--- config.mk ---
export PLATFORM = sky130hd
export DESIGN_NAME = multiword_add_seq_flat
export DESIGN_NICKNAME = d
export VERILOG_FILES = /design/src/rtl/multiword_add_seq_if.sv /design/src/rtl/multiword_add_seq.sv /design/src/flat_wrapper.sv
export SDC_FILE = /design/constraint.sdc
export NUM_CORES = 1
export LEC_CHECK = 0
export ABC_AREA = 1
export ABC_CLOCK_PERIOD_IN_PS = 2290
export CORE_ASPECT_RATIO = 0.7
export CORE_UTILIZATION = 33
export CTS_CLUSTER_DIAMETER = 120
export CTS_CLUSTER_SIZE = 8
export DETAILED_ROUTE_END_ITERATION = 8
export HOLD_SLACK_MARGIN = 0.1
export PLACE_DENSITY = 0.65
export SYNTH_ARGS = -nofsm -noshare
export SYNTH_HDL_FRONTEND = slang
export SYNTH_SLANG_ARGS = --single-unit
--- constraint.sdc ---
create_clock -name clk -period 2.29 [get_ports clk]
set_input_delay 0.5725 -clock clk [delete_from_list [all_inputs] [get_ports clk]]
set_output_delay 0.5725 -clock clk [all_outputs]
set_load 0.03 [all_outputs]
--- src/rtl/multiword_add_seq_if.sv ---
// Beat stream bundle for multiword_add_seq: operand beats in, sum beats out.
// The design side uses the slave modport; the producer/consumer uses master.
interface multiword_add_seq_if #(
    parameter int N     = 32,
    parameter int CNT_W = 8
);
    logic             in_valid;
    logic             in_ready;
    logic [N-1:0]     in_a;
    logic [N-1:0]     in_b;
    logic             in_cin;
    logic             in_last;
    logic             out_valid;
    logic             out_ready;
    logic [N-1:0]     out_sum;
    logic             out_cout;
    logic             out_last;
    logic [CNT_W-1:0] out_idx;
    logic             out_ovf;

    modport slave (
        input  in_valid,
        input  in_a,
        input  in_b,
        input  in_cin,
        input  in_last,
        input  out_ready,
        output in_ready,
        output out_valid,
        output out_sum,
        output out_cout,
        output out_last,
        output out_idx,
        output out_ovf
    );

    modport master (
        output in_valid,
        output in_a,
        output in_b,
        output in_cin,
        output in_last,
        output out_ready,
        input  in_ready,
        input  out_valid,
        input  out_sum,
        input  out_cout,
        input  out_last,
        input  out_idx,
        input  out_ovf
    );
endinterface

--- src/rtl/multiword_add_seq.sv ---
// Multi-beat adder sequencer with a 2-entry registered output FIFO.
// Define MULTIWORD_ADD_OVF_EN to generate packet signed-overflow on out_ovf.
module multiword_add_seq #(
    parameter int N     = 32,
    parameter int CNT_W = 8
) (
    input logic          clk,
    input logic          rst_n,
    multiword_add_seq_if.slave bus
);
    typedef enum logic {FIRST, MID} state_t;

    typedef struct packed {
        logic [N-1:0]     sum;
        logic             cout;
        logic             last;
        logic [CNT_W-1:0] idx;
    } ent_t;

    state_t           state_q, state_d;
    logic             carry_q, carry_d;
    logic [CNT_W-1:0] cnt_q, cnt_d;
    logic             c;
    logic [N:0]       res;
    ent_t             ent;
    logic             acc;
    logic             pop;
    logic             in_rdy;

    ent_t       mem0, mem1, head;
    logic       rd_q, wr_q;
    logic [1:0] fcnt_q;

    // in_ready depends only on the registered occupancy
    assign in_rdy = (fcnt_q != 2'd2);
    assign acc    = bus.in_valid && in_rdy;
    assign pop    = (fcnt_q != 2'd0) && bus.out_ready;

    always_comb begin
        state_d = state_q;
        carry_d = carry_q;
        cnt_d   = cnt_q;
        unique case (state_q)
            FIRST:   c = bus.in_cin;
            MID:     c = carry_q;
            default: c = 1'b0;
        endcase
        res = {1'b0, bus.in_a} + {1'b0, bus.in_b}
            + {{N{1'b0}}, c};
        ent.sum  = res[N-1:0];
        ent.cout = res[N];
        ent.last = bus.in_last;
        ent.idx  = cnt_q;
        if (acc) begin
            carry_d = res[N];
            if (bus.in_last) begin
                state_d = FIRST;
                cnt_d   = '0;
            end else begin
                state_d = MID;
                cnt_d   = cnt_q + {{(CNT_W-1){1'b0}}, 1'b1};
            end
        end
    end

    always_ff @(posedge clk) begin
        if (!rst_n) begin
            state_q <= FIRST;
            carry_q <= 1'b0;
            cnt_q   <= '0;
        end else begin
            state_q <= state_d;
            carry_q <= carry_d;
            cnt_q   <= cnt_d;
        end
    end

    always_ff @(posedge clk) begin
        if (!rst_n) begin
            mem0   <= '0;
            mem1   <= '0;
            rd_q   <= 1'b0;
            wr_q   <= 1'b0;
            fcnt_q <= 2'd0;
        end else begin
            if (acc) begin
                if (wr_q) mem1 <= ent;
                else      mem0 <= ent;
                wr_q <= ~wr_q;
            end
            if (pop) rd_q <= ~rd_q;
            fcnt_q <= fcnt_q + {1'b0, acc} - {1'b0, pop};
        end
    end

    assign head          = rd_q ? mem1 : mem0;
    assign bus.in_ready  = in_rdy;
    assign bus.out_valid = (fcnt_q != 2'd0);
    assign bus.out_sum   = head.sum;
    assign bus.out_cout  = head.cout;
    assign bus.out_last  = head.last;
    assign bus.out_idx   = head.idx;

`ifdef MULTIWORD_ADD_OVF_EN
    logic ovf_in, ovf0, ovf1;

    assign ovf_in = bus.in_last
                 && (bus.in_a[N-1] == bus.in_b[N-1])
                 && (res[N-1] != bus.in_a[N-1]);

    always_ff @(posedge clk) begin
        if (!rst_n) begin
            ovf0 <= 1'b0;
            ovf1 <= 1'b0;
        end else if (acc) begin
            if (wr_q) ovf1 <= ovf_in;
            else      ovf0 <= ovf_in;
        end
    end

    assign bus.out_ovf = rd_q ? ovf1 : ovf0;
`else
    assign bus.out_ovf = 1'b0;
`endif
endmodule
--- src/flat_wrapper.sv ---
// flat-port wrapper written by rule: the top's interface ports become plain ports
module multiword_add_seq_flat 
#(
    parameter int N     = 32,
    parameter int CNT_W = 8
)
  (clk, rst_n, bus_in_valid, bus_in_a, bus_in_b, bus_in_cin, bus_in_last, bus_out_ready, bus_in_ready, bus_out_valid, bus_out_sum, bus_out_cout, bus_out_last, bus_out_idx, bus_out_ovf);
  multiword_add_seq_if #(.N(N), .CNT_W(CNT_W)) bus_i ();
  input logic clk;
  input logic rst_n;
  input wire logic [$bits(bus_i.in_valid)-1:0] bus_in_valid;
  input wire logic [$bits(bus_i.in_a)-1:0] bus_in_a;
  input wire logic [$bits(bus_i.in_b)-1:0] bus_in_b;
  input wire logic [$bits(bus_i.in_cin)-1:0] bus_in_cin;
  input wire logic [$bits(bus_i.in_last)-1:0] bus_in_last;
  input wire logic [$bits(bus_i.out_ready)-1:0] bus_out_ready;
  output wire logic [$bits(bus_i.in_ready)-1:0] bus_in_ready;
  output wire logic [$bits(bus_i.out_valid)-1:0] bus_out_valid;
  output wire logic [$bits(bus_i.out_sum)-1:0] bus_out_sum;
  output wire logic [$bits(bus_i.out_cout)-1:0] bus_out_cout;
  output wire logic [$bits(bus_i.out_last)-1:0] bus_out_last;
  output wire logic [$bits(bus_i.out_idx)-1:0] bus_out_idx;
  output wire logic [$bits(bus_i.out_ovf)-1:0] bus_out_ovf;
  assign bus_i.in_valid = bus_in_valid;
  assign bus_i.in_a = bus_in_a;
  assign bus_i.in_b = bus_in_b;
  assign bus_i.in_cin = bus_in_cin;
  assign bus_i.in_last = bus_in_last;
  assign bus_i.out_ready = bus_out_ready;
  assign bus_in_ready = bus_i.in_ready;
  assign bus_out_valid = bus_i.out_valid;
  assign bus_out_sum = bus_i.out_sum;
  assign bus_out_cout = bus_i.out_cout;
  assign bus_out_last = bus_i.out_last;
  assign bus_out_idx = bus_i.out_idx;
  assign bus_out_ovf = bus_i.out_ovf;
  multiword_add_seq #(.N(N), .CNT_W(CNT_W)) u_core (.clk(clk), .rst_n(rst_n), .bus(bus_i));
endmodule
Word-level counts from Yosys, hierarchy flattened:

Index checks and enable logic that the tools add are counted.

* bits in registers: 98
* input bits: 70
* output and inout port bits: 45
* word-level logic and storage cells: 32

* add/sub/neg operators: 5
* equality and inequality tests: 1
* mux-type cells: 4
* bitwise gates (word level): 3
* reductions and logical operators: 5

Operators by type and width (count)
* $mux W42: 1
* $add A32 B32 Y33: 1
* $add A33 B1 Y33: 1
* $add A8 B1 Y8 const B: 1
* $mux W8: 1
* $reduce_and A2 Y1: 2
* $not A1 Y1: 3
* $add A2 B1 Y2: 1
* $logic_and A1 B1 Y1: 2
* $ne A2 B2 Y1 const B: 1
* $pmux W1 S2: 1
* $reduce_bool A2 Y1: 1
* $sub A2 B1 Y2: 1
* $mux W1: 1

Depth between registers and ports, before layout:

Gate-level depths: netlist of run 1.

* depth in word-level cells: 4
* depth in mapped cells: 16
* gate-level depth less buffers: 16

Least setup slack after synthesis of run 1:

No wires, ideal clock.

* path kind: input to register
* from: input bus_in_cin
* to: register u_core.carry_q
* setup time: 0.116 ns
* arrival time: 2.326 ns
* required time: 2.174 ns
* path slack: -0.152 ns
* cell stages on the path: 14
* path buffers: 0
* cell sequence: nor2_1 > a21oi_1 > fa_1 > fa_1 > nand3_1 > nand3_1 > nand2_1 > nand2_1 > nand2_1 > nand2_2 > nand3_1 > nand2_1 > o21ai_0 > inv_1

* cells in the longest elaborated chain, start to end: 2

Ends and longest elaborated chain
* start: declaration: RTL line flat_wrapper.sv:14 `input wire logic [$bits(bus_i.in_cin)-1:0] bus_in_cin;`
* $pmux W1 S2: RTL line multiword_add_seq.sv:43 `unique case (state_q)`
* $add A33 B1 Y33: RTL line multiword_add_seq.sv:49 `+ {{N{1'b0}}, c};`
* end signal: assignment: RTL line multiword_add_seq.sv:73 `carry_q <= carry_d;`
* end: declaration: RTL line multiword_add_seq.sv:21 `logic carry_q, carry_d;`

No other way between the ends.
A chain may end at the register's enable or synchronous reset.

Final worst setup path of run 1:

* from: register u_core.state_q
* to: register u_core.mem0[22] in the netlist's numbering

* cells in the longest elaborated chain, start to end: 3

Ends and longest elaborated chain
* start: declaration: RTL line multiword_add_seq.sv:20 `state_t state_q, state_d;`
* start signal: assignment: RTL line multiword_add_seq.sv:72 `state_q <= state_d;`
* $not A1 Y1: RTL line multiword_add_seq.sv:43
* $pmux W1 S2 *: RTL line multiword_add_seq.sv:43
* $add A33 B1 Y33 *: RTL line multiword_add_seq.sv:49
* end signal: assignment: RTL line multiword_add_seq.sv:88 `else mem0 <= ent;`
* end: declaration: RTL line multiword_add_seq.sv:30 `ent_t mem0, mem1, head;`

Every way passes the cells marked *; elsewhere a longest branch is shown, timed or not.

==> results.py, run 1 <==
metrics = {
    "run_status": {
        "outcome": "complete, no violations",
    },
    "clocking": {
        "htreeDepth": 3,
        "cts_sinks": 98,
        "clk-insertion-delay-late_ps": 340,
        "cts.clk_slew.worst_paths_ps": 70,
        "cts_buffers": 9,
        "holdBufCountCts": 0,
        "clk_path_buf_depth": 2,
        "clockRootBuffer": "clkbuf_16",
        "cts_tree": "yes",
    },
    "yosys": {
        "ys_ff_latch": 98,
        "mappedNetlistArea_um2": 6530,
        "synth-seq-area-share_pct": 30.0,
        "avgSynthCellArea_um2": 6.07,
        "syn_inst": 1077,
        "yosys_warnings": 0,
        "synth_fp_nets": 1183,
        "synth.largest_area_cell": "dfxtp_1",
        "synthTopCellsByArea": "dfxtp_1 (30%), nand2_1 (22%), inv_1 (12%)",
        "ys_types": 36,
        "yosys.area.top_type_share_pct": 30.0,
    },
    "worst_setup_path": {
        "criticalPathCategory": "reg -> reg",
        "arrival_ps": 2510,
        "worst_setup_path_start_kind": "flop",
        "cp_cell_sequence": "nor2_4 > a21oi_2 > fa_2 > fa_2 > nand3_2 > nand3_4 > nand3_2 > nand3b_1 > buf_6 > xnor2_2 > nand2_1 > nand2_1 > inv_1",
        "crit_path_end_kind": "flop",
        "required_ps": 2530,
        "r2r-start": "u_core.state_q",
        "critPathMaxStageDelay_ps": 420,
        "cp-startpoint": "u_core.state_q",
        "slowest_stage": "fa_2",
        "cp_max_fo": 4,
        "critPathBufInv": 2,
        "path_delay_family": "adder cells",
    },
    "routing": {
        "via_per_inst": 4.56,
        "wl_met2_um": 7790,
        "top_layer": "met4",
        "post_drt_wl_per_cell_um": 12.5,
        "m1WireLength_um": 9790,
        "routed_wirelength_um": 18900,
        "dr_wl_met3_um": 1050,
        "drt_iter0_drc": 532,
        "post-route-drc-count": 0,
        "firstDrtPassIters": 5,
        "vias": 6910,
        "ant_nets": 0,
    },
    "placed_design": {
        "dpl_cell_area_um2": 8560,
        "placedCellCount": 1496,
        "place_ws_ps": -622,
        "dp_hpwl_um": 14700,
        "place_congestion": 0.861,
        "port_buffers": 113,
    },
    "min_path": {
        "hold_class": "reg -> reg",
        "min_from": "u_core.mem0[12]",
    },
    "final_layout": {
        "final_nets": 1351,
        "syn_to_final_growth_pct": 38.8,
        "seq_area_um2": 1970,
        "stdcell_area_um2": 9070,
        "multi_input_comb_area_um2": 3870,
        "instances_no_fill": 1514,
        "fillerInstances": 2046,
        "antennaDiodeCount": 0,
        "drive_above_1_share_pct": 15.0,
    },
    "timing": {
        "period_needed_ps": 2270,
        "rsz0062_at_grt": "yes",
        "hold_ws_ps": 445,
        "drv_slew": 0,
        "fin_crit_sh_pct": 99.1,
        "hold_violations": 0,
        "layout_setup_ws_ps": 20.7,
        "skew_ps": 7.89,
        "fmax_mhz": 441,
        "relSlewSlack_pct": 64.9,
        "finalSetupViolCount": 0,
        "tightest_slew_ps": 521,
    },
    "global_routing": {
        "globalRouteOverflowTotal": 0,
        "grt_pass1_vias": 6378,
        "antenna_found_initial": 0,
        "grt_pass1_wl_um": 30800,
        "grt_max_degree": 32,
        "grt_usage_pct": 19.0,
    },
    "floorplanning": {
        "fp.coreArea_um2": 19100,
        "dieArea_um2": 20400,
        "ioPinCount": 115,
        "start_util_pct": 34.2,
        "die_h_um": 120,
        "die_width_um": 170,
        "num_rows": 42,
    },
    "pwr": {
        "p_int_mw": 4.04,
        "p_total_mw": 6.65,
        "seqPwrFrac_pct": 31.8,
        "p_clk_share_pct": 20.8,
        "power.share.switching_pct": 39.2,
        "cellLeakagePower_nw": 4.64,
        "peakVddDrop_v": 0.000461,
        "p_sw_mw": 2.61,
        "comb_power_share_pct": 47.4,
        "p_per_area_nw_per_um2": 733,
    },
    "flow_run": {
        "max_cap_violations": 0,
    },
}
[cell usage in the layout (no fill, tap or decap), types with 10 or more instances in the layout]
| cell type | Yosys | final |
|---|---|---|
| a21oi_1 | 69 | 64 |
| a22o_1 | 10 | 10 |
| buf_12 | 0 | 16 |
| buf_4 | 3 | 85 |
| clkdlybuf4s50_1 | 0 | 68 |
| dfxtp_1 | 98 | 96 |
| dlygate4sd2_1 | 0 | 15 |
| ha_1 | 34 | 23 |
| inv_1 | 211 | 210 |
| nand2_1 | 386 | 378 |
| nand2_2 | 11 | 17 |
| nand3_1 | 40 | 33 |
| nor2_1 | 40 | 37 |
| o21ai_0 | 79 | 75 |
| o21ai_1 | 8 | 10 |
| xor2_1 | 10 | 10 |
[Yosys cell counts]
master    count
a221oi_1      1
nand3_1      40
nand2_4       1
buf_6         1
conb_1        1
xnor2_1       6
o21ai_0      79
buf_1         1
o211ai_1      4
a211oi_1      1
a22o_1       10
dfxtp_1      98
nand4_1       2
nor2_2        2
fa_1          2
or2_2         1
nor2_4        2
clkbuf_1     17
nand3b_1      3
nand3_2       3
xor2_1       10
nand2_1     386
buf_2        10
ha_1         34
inv_1       211
o21bai_1      2
a221oi_2      1
inv_2         5
nor2_1       40
buf_4         3
nand2_2      11
nor3_1        8
and2_1        1
o21ai_1       8
a21oi_1      69
a21o_1        3
[power by group through the flow]
stage | Sequential [mW] | Clock (mW) | Combinational (mW)
2_1_floorplan | 2.09 | 0 | 1.80
3_3_place_gp | 2.15 | 0 | 3.06
3_5_place_dp | 2.16 | 0 | 3.08
4_1_cts | 2.12 | 1.42 | 3.05
5_1_grt | 2.14 | 1.50 | 3.47
6_report | 2.11 | 1.38 | 3.15
[path summary, 6_finish.rpt]
path                            slack (ps)               to  depth (start not counted)
worst max register to register          20  u_core.mem0[22]                         13
worst min register to register         450  u_core.mem0[12]                          2
worst min-delay path                   450  u_core.mem0[12]                          2
worst max-delay path                    20  u_core.mem0[22]                         13
[stage by stage]
step / setup TNS, ps / utilization [%]
CTS: 0 / 46.1
detailed placement: -30380 / 44.7
finish: 0 / 47.4
global placement: -28190 / 44.7
global route: -1240 / 47.4
floorplan: -0.592 / -
[registers in the layout (all words and copies together), names as in the netlist]
signal,flops
u_core.cnt_q,8
u_core.mem0,42
u_core.wr_q,1
u_core.carry_q,1
u_core.fcnt_q,2
u_core.state_q,1
u_core.mem1,42
u_core.rd_q,1
[per-layer routing]
layer | up-vias | GRT usage (%)
met5 | - | 0
met4 | 0 | 4.50
met3 | 20 | 2.67
met2 | 178 | 28.5
met1 | 3078 | 28.4
li1 | 3634 | -
[logic make-up (layout without fill, tap and decap cells)]
family | Yosys count | in the layout | synth area share [%]
xor gates and xnor gates | 16 | 16 | 2.15
adders and majority gates | 36 | 36 | 7.13
and+or+nand+nor | 500 | 500 | 31.1
other | 1 | 1 | 0.0574
AOI/OAI and AO/OA | 178 | 178 | 14.8
buffers and inverters | 248 | 421 | 14.7
DFF | 98 | 98 | 30.0
[layout make-up]
type	instances	area share, %
Timing Repair Buffer	189	20.1
Clock buffer	14	2.80
Inverter	216	8.94
Tap cell	264	3.64
Clock inverter	2	0.138
Multi-Input combinational cell	731	42.7
Sequential cell	98	21.7
[what timing repair did]
| action | CTS | global route |
|---|---|---|
| setup endpoints to repair | 86 | 50 |
| setup buffers | 0 | 2 |
| gates resized for setup | 21 | 47 |
| pin swaps | 6 | 12 |
[worst min-delay path, stage by stage, from the launching register on]
cell	delay (ps)
dfxtp_1	300
inv_1	50
a21oi_1	50
No activity file was read; power rests on OpenSTA's default activity.
==> run 2, diff against run 1 <==
--- a/config.mk
+++ b/config.mk
@@ -8,12 +8,12 @@
 export ABC_AREA = 1
 export ABC_CLOCK_PERIOD_IN_PS = 2290
 export CORE_ASPECT_RATIO = 0.7
-export CORE_UTILIZATION = 33
+export CORE_UTILIZATION = 49
 export CTS_CLUSTER_DIAMETER = 120
 export CTS_CLUSTER_SIZE = 8
 export DETAILED_ROUTE_END_ITERATION = 8
 export HOLD_SLACK_MARGIN = 0.1
-export PLACE_DENSITY = 0.65
+export PLACE_DENSITY = 0.87
 export SYNTH_ARGS = -nofsm -noshare
 export SYNTH_HDL_FRONTEND = slang
 export SYNTH_SLANG_ARGS = --single-unit
==> run 2 against run 1 <==
Effect of this change: the flow now finishes with violations (negative setup slack); cell area decreased by 3.3%; sequential share of layout area up 0.72 points; core utilization grew 22 points; sequential power about the same; count of clock-buffer cells in the layout down 4; worst setup slack got worse by 24 ps; non-clock buffer count decreased by 20; clock power increased by 25%; maximum frequency shrank 1.1%; total power up 2.4%; combinational power decreased by 6%; critical path depth up 3.
==> results.py, run 2 (synthesis results as in run 1) <==
metrics = {
    "worst_setup_path": {
        "cp-startpoint": "u_core.carry_q",
        "required_ps": 2530,
        "slowest_stage": "fa_2",
        "r2r-start": "u_core.carry_q",
        "worst_setup_path_start_kind": "flop",
        "cp-endpoint": "u_core.mem0[34]",
        "r2r_end": "u_core.mem0[34]",
        "rrSetupSlack_ps": -4,
        "cp_cell_sequence": "inv_2 > a21oi_2 > fa_2 > fa_2 > nand3_2 > nand3_4 > nand2_1 > nand2_1 > nand2_1 > nand2_2 > nand2_2 > nand2_2 > nand2_2 > nand3_2 > nand2_1 > inv_1",
        "path_depth": 16,
        "critPathMaxStageDelay_ps": 410,
        "path_delay_family": "simple AND/OR/NAND/NOR gates",
        "arrival_ps": 2530,
        "critPathBufInv": 2,
        "reg2reg_depth": 16,
        "cp_max_fo": 4,
        "crit_path_end_kind": "flop",
        "criticalPathCategory": "reg -> reg",
    },
    "clocking": {
        "clk_path_buf_depth": 2,
        "cts_tree": "yes",
        "holdBufCountCts": 0,
        "clockRootBuffer": "clkbuf_16",
        "clk-insertion-delay-late_ps": 340,
        "cts_sinks": 98,
        "cts_buffers": 9,
        "cts.clk_slew.worst_paths_ps": 70,
        "htreeDepth": 3,
    },
    "global_routing": {
        "globalRouteOverflowTotal": 0,
        "grt_usage_pct": 26.2,
        "top_usage_layer": "met2",
        "grt_use_met1_pct": 35.4,
        "grt_max_degree": 49,
        "use_met3_pct": 4.18,
        "met2_usage_pct": 43.2,
        "antenna_found_initial": 0,
        "grt_pass1_wl_um": 29300,
        "grt_pass1_vias": 6371,
    },
    "pwr": {
        "peakVddDrop_v": 0.000568,
        "p_per_area_nw_per_um2": 777,
        "cellLeakagePower_nw": 4.60,
    },
    "placed_design": {
        "place_ws_ps": -641,
        "port_buffers": 113,
        "place_congestion": 0.927,
        "dpl_cell_area_um2": 8240,
        "dp_hpwl_um": 13500,
    },
    "min_path": {
        "min_from": "u_core.mem0[10]",
        "hold_class": "reg -> reg",
    },
    "final_layout": {
        "drive_above_1_share_pct": 13.5,
        "reg.largest.list": "u_core.mem0 x42, u_core.mem1 x42, u_core.cnt_q x8",
        "stdcell_area_um2": 8760,
        "syn_to_final_growth_pct": 34.2,
        "final_nets": 1331,
        "layout_common_cells": "nand2_1 (376), inv_1 (210), dfxtp_1 (96), o21ai_0 (75), buf_4 (71)",
        "antennaDiodeCount": 0,
        "mostFrequentLayoutCell": "nand2_1",
    },
    "routing": {
        "ant_nets": 0,
        "firstDrtPassIters": 5,
        "drt_iter0_drc": 515,
        "routed_wirelength_um": 17900,
        "vias": 7047,
        "post_drt_wl_per_cell_um": 12.8,
        "post-route-drc-count": 0,
        "via_per_inst": 5.06,
    },
    "floorplanning": {
        "die_h_um": 98.6,
        "num_rows": 34,
        "die_width_um": 140,
        "dieArea_um2": 13800,
        "ioPinCount": 115,
        "fp.coreArea_um2": 12700,
        "start_util_pct": 51.4,
    },
    "timing": {
        "fin_crit_sh_pct": 100,
        "fmax_mhz": 436,
        "tightest_slew_ps": 827,
        "layout_setup_ws_ps": -3.53,
        "hold_violations": 0,
        "relSlewSlack_pct": 44.8,
        "finalSetupViolCount": 1,
        "skew_ps": 6.16,
        "finalSetupTns_ps": -3.53,
        "drv_slew": 0,
        "rsz0062_at_grt": "yes",
        "period_needed_ps": 2290,
        "hold_ws_ps": 452,
    },
    "run_status": {
        "outcome": "finished with violations",
        "violations": "negative setup slack",
    },
    "flow_run": {
        "max_cap_violations": 0,
    },
}
run 2: final cells by class:
class	instances	area, um2
sequential	98	1970
multi-input combinational	731	3820
clock buffer	10	229
inverter	216	811
tap	162	203
fill	1041	3960
clock inverter	6	114
timing repair buffer	169	1620
run 2: repair_timing:
| action | in CTS | in global routing |
|---|---|---|
| cloned | 0 | 0 |
| buffers inserted | 0 | 1 |
| endpoints found under the hold margin | 0 | 0 |
| pin swaps | 9 | 10 |
| gates resized for setup | 21 | 41 |
| endpoints found under the setup margin | 79 | 50 |
run 2: how the worst min path moves through the flow:
stage,end,slack [ps],cells past startpoint
floorplan,u_core.mem0[10],420,2
global placement,u_core.mem0[11],430,2
detailed placement,u_core.mem0[11],440,2
CTS,u_core.mem0[11],450,2
global route,u_core.mem1[9],470,2
finish,u_core.mem0[10],450,2
run 2: stage by stage:
stage          util [%]  total power, mW  std cells
2_1_floorplan         -             3.89       1077
4_1_cts            67.5             6.74       1391
6_report           68.9             6.81       1392
3_5_place_dp       64.7             5.04       1375
5_1_grt            68.9             7.20       1392
3_3_place_gp       64.7             4.98       1375
run 2: layer usage:
layer / vias to the layer above / wire length (um) / share of wire [%]
met5: - / 0 / 0
met2: 273 / 8080 / 45
li1: 3600 / - / -
met1: 3138 / 8170 / 46
met4: 0 / 354 / 2.0
met3: 36 / 1270 / 7.1
run 2: tightest hold or removal path, stage by stage, from the launching register on:
cell     delay [ps]
dfxtp_1         300
inv_1            60
a21oi_1          60
run 2: report_power, final:
part / total, mW / internal (mW) / switching (mW)
Sequential: 2.13 / 1.97 / 0.156
Clock: 1.73 / 1.07 / 0.654
Combinational: 2.96 / 1.17 / 1.79
==> run 3, diff against run 2 <==
--- a/config.mk
+++ b/config.mk
@@ -9,11 +9,10 @@
 export ABC_CLOCK_PERIOD_IN_PS = 2290
 export CORE_ASPECT_RATIO = 0.7
 export CORE_UTILIZATION = 49
-export CTS_CLUSTER_DIAMETER = 120
 export CTS_CLUSTER_SIZE = 8
 export DETAILED_ROUTE_END_ITERATION = 8
-export HOLD_SLACK_MARGIN = 0.1
 export PLACE_DENSITY = 0.87
+export SETUP_SLACK_MARGIN = 0.15
 export SYNTH_ARGS = -nofsm -noshare
 export SYNTH_HDL_FRONTEND = slang
 export SYNTH_SLANG_ARGS = --single-unit
==> run 3 against run 2 <==
Effect of this change: sequential cell count unchanged; critical path depth down 3; register-to-register slack worse by 80 ps; via count up 5.5%; largest cell class unchanged; combinational power up 12%; final cell count up 0.93%; cell area up 8.0%; clock skew up 3.5 ps; die area unchanged; first-iteration DRC count up 1.6%; the flow still finishes with violations (negative setup slack); core utilization up 5.5 points; highest routed layer unchanged; routed wire length up 19%.
==> results.py, run 3 (synthesis results as in run 1) <==
metrics = {
    "pwr": {
        "comb_power_share_pct": 46.5,
        "power.share.switching_pct": 39.9,
        "p_per_area_nw_per_um2": 753,
        "p_sw_mw": 2.84,
        "cellLeakagePower_nw": 4.96,
        "p_clk_share_pct": 23.6,
        "seqPwrFrac_pct": 29.9,
        "peakVddDrop_v": 0.000586,
        "p_int_mw": 4.28,
    },
    "final_layout": {
        "mostFrequentLayoutCell": "nand2_1",
        "instances_no_fill": 1405,
        "antennaDiodeCount": 0,
        "syn_to_final_growth_pct": 44.9,
        "fillerInstances": 901,
        "reg.largest.list": "u_core.mem0 x42, u_core.mem1 x42, u_core.cnt_q x8",
        "layout_common_cells": "nand2_1 (346), inv_1 (209), dfxtp_1 (96), buf_4 (79), o21ai_0 (65)",
        "stdcell_area_um2": 9470,
        "final_nets": 1344,
        "drive_above_1_share_pct": 21.8,
    },
    "timing": {
        "fin_crit_sh_pct": 104,
        "layout_setup_ws_ps": -81.5,
        "hold_violations": 0,
        "fmax_mhz": 422,
        "relSlewSlack_pct": 65.9,
        "drv_slew": 0,
        "period_needed_ps": 2370,
        "skew_ps": 9.68,
        "finalSetupViolCount": 10,
        "hold_ws_ps": 447,
        "rsz0062_at_grt": "yes",
        "finalSetupTns_ps": -293,
        "tightest_slew_ps": 512,
    },
    "global_routing": {
        "grt_pass1_wl_um": 30200,
        "grt_max_degree": 47,
        "grt_usage_pct": 27.2,
        "antenna_found_initial": 0,
        "grt_pass1_vias": 6599,
        "globalRouteOverflowTotal": 0,
    },
    "worst_setup_path": {
        "crit_path_end_kind": "flop",
        "r2r-start": "u_core.carry_q",
        "required_ps": 2540,
        "criticalPathCategory": "reg -> reg",
        "cp_max_fo": 3,
        "cp-startpoint": "u_core.carry_q",
        "path_delay_family": "adder cells",
        "critPathBufInv": 3,
        "slowest_stage": "fa_2",
        "worst_setup_path_start_kind": "flop",
        "arrival_ps": 2620,
        "critPathMaxStageDelay_ps": 430,
        "cp_cell_sequence": "inv_2 > a21oi_2 > fa_2 > fa_2 > nand3_2 > nand3_4 > nand3_2 > nand3b_1 > buf_6 > xnor2_4 > nand2_1 > nand2_1 > inv_1",
    },
    "placed_design": {
        "dp_hpwl_um": 14300,
        "dpl_cell_area_um2": 8290,
        "place_congestion": 0.911,
        "port_buffers": 113,
        "place_ws_ps": -675,
        "placedCellCount": 1381,
    },
    "run_status": {
        "violations": "negative setup slack",
        "outcome": "finished with violations",
    },
    "clocking": {
        "clk-insertion-delay-late_ps": 350,
        "clockRootBuffer": "clkbuf_16",
        "cts_sinks": 98,
        "htreeDepth": 3,
        "clk_path_buf_depth": 2,
        "cts_tree": "yes",
        "cts.clk_slew.worst_paths_ps": 70,
        "holdBufCountCts": 0,
        "cts_buffers": 9,
    },
    "min_path": {
        "min_from": "u_core.mem0[10]",
        "hold_class": "reg -> reg",
    },
    "flow_run": {
        "max_cap_violations": 0,
    },
    "floorplanning": {
        "dieArea_um2": 13800,
        "start_util_pct": 51.4,
        "ioPinCount": 115,
        "die_h_um": 98.6,
        "fp.coreArea_um2": 12700,
        "die_width_um": 140,
        "num_rows": 34,
    },
    "routing": {
        "via_per_inst": 5.29,
        "post_drt_wl_per_cell_um": 15.2,
        "routed_wirelength_um": 21300,
        "post-route-drc-count": 0,
        "ant_nets": 0,
        "drt_iter0_drc": 523,
        "vias": 7436,
        "firstDrtPassIters": 5,
    },
}
-- run 3: changes by cell type in the layout (fill, tap and decap cells not counted), sizes merged --
cell           before  now
clkinv              0    1
dlymetal6s2s        3   28
clkinvlp            2    1
clkdlybuf4s15       1    2
clkdlybuf4s50      68   39
clkbuf             10   22
bufinv              3    2
buf                85   99
dlygate4sd2        12    2
inv               217  218
-- run 3: worst paths after layout --
path / end / slack (ps) / cells past startpoint
setup / recovery: u_core.mem0[22] / -80 / 13
hold / removal: u_core.mem0[10] / 450 / 2
setup reg to reg: u_core.mem0[22] / -80 / 13
hold reg to reg: u_core.mem0[10] / 450 / 2
-- run 3: what timing repair did --
action	in CTS	in global routing
setup endpoints to repair	105	74
resized for setup	59	184
buffers inserted	4	3
pin swaps	22	31
cloned	0	1
-- run 3: per-stage QoR --
stage / power (mW) / util, %
after floorplan: 3.89 / -
after global placement: 5.03 / 65.2
after detailed placement: 5.11 / 65.2
after CTS: 6.81 / 69.3
after global routing: 7.47 / 74.4
final: 7.12 / 74.4
-- run 3: cell type report --
| cell class | instances | area (um2) | share of cell area, % |
|---|---|---|---|
| clock buffers | 10 | 239 | 2.52 |
| clock inverters | 6 | 96.3 | 1.02 |
| inverters | 216 | 811 | 8.57 |
| multi-input cells | 731 | 4380 | 46.3 |
| flip-flops and latches | 98 | 1970 | 20.8 |
| well taps | 162 | 203 | 2.14 |
| repair buffers | 182 | 1760 | 18.6 |
-- run 3: power by group through the flow --
| stage | clock (mW) | sequential, mW | combinational [mW] |
|---|---|---|---|
| 2_1_floorplan | 0 | 2.09 | 1.80 |
| 3_3_place_gp | 0 | 2.15 | 2.88 |
| 3_5_place_dp | 0 | 2.16 | 2.95 |
| 4_1_cts | 1.68 | 2.11 | 3.01 |
| 5_1_grt | 1.76 | 2.15 | 3.55 |
| 6_report | 1.68 | 2.13 | 3.31 |
-- run 3: worst reg2reg max path: stages (launching register included) --
cell      delay (ps)
dfxtp_1          330
inv_2            110
a21oi_2           80
fa_2             390
fa_2             430
nand3_2          120
nand3_4           90
nand3_2           70
nand3b_1         160
buf_6            180
xnor2_4          140
nand2_1           70
nand2_1           60
inv_1             30
-- run 3: metal layers --
layer  wire length [um]  GRT usage, %
met1               8950          35.2
met2               9890          46.7
met3               1730          4.13
met4                719          8.79
met5                  0             0
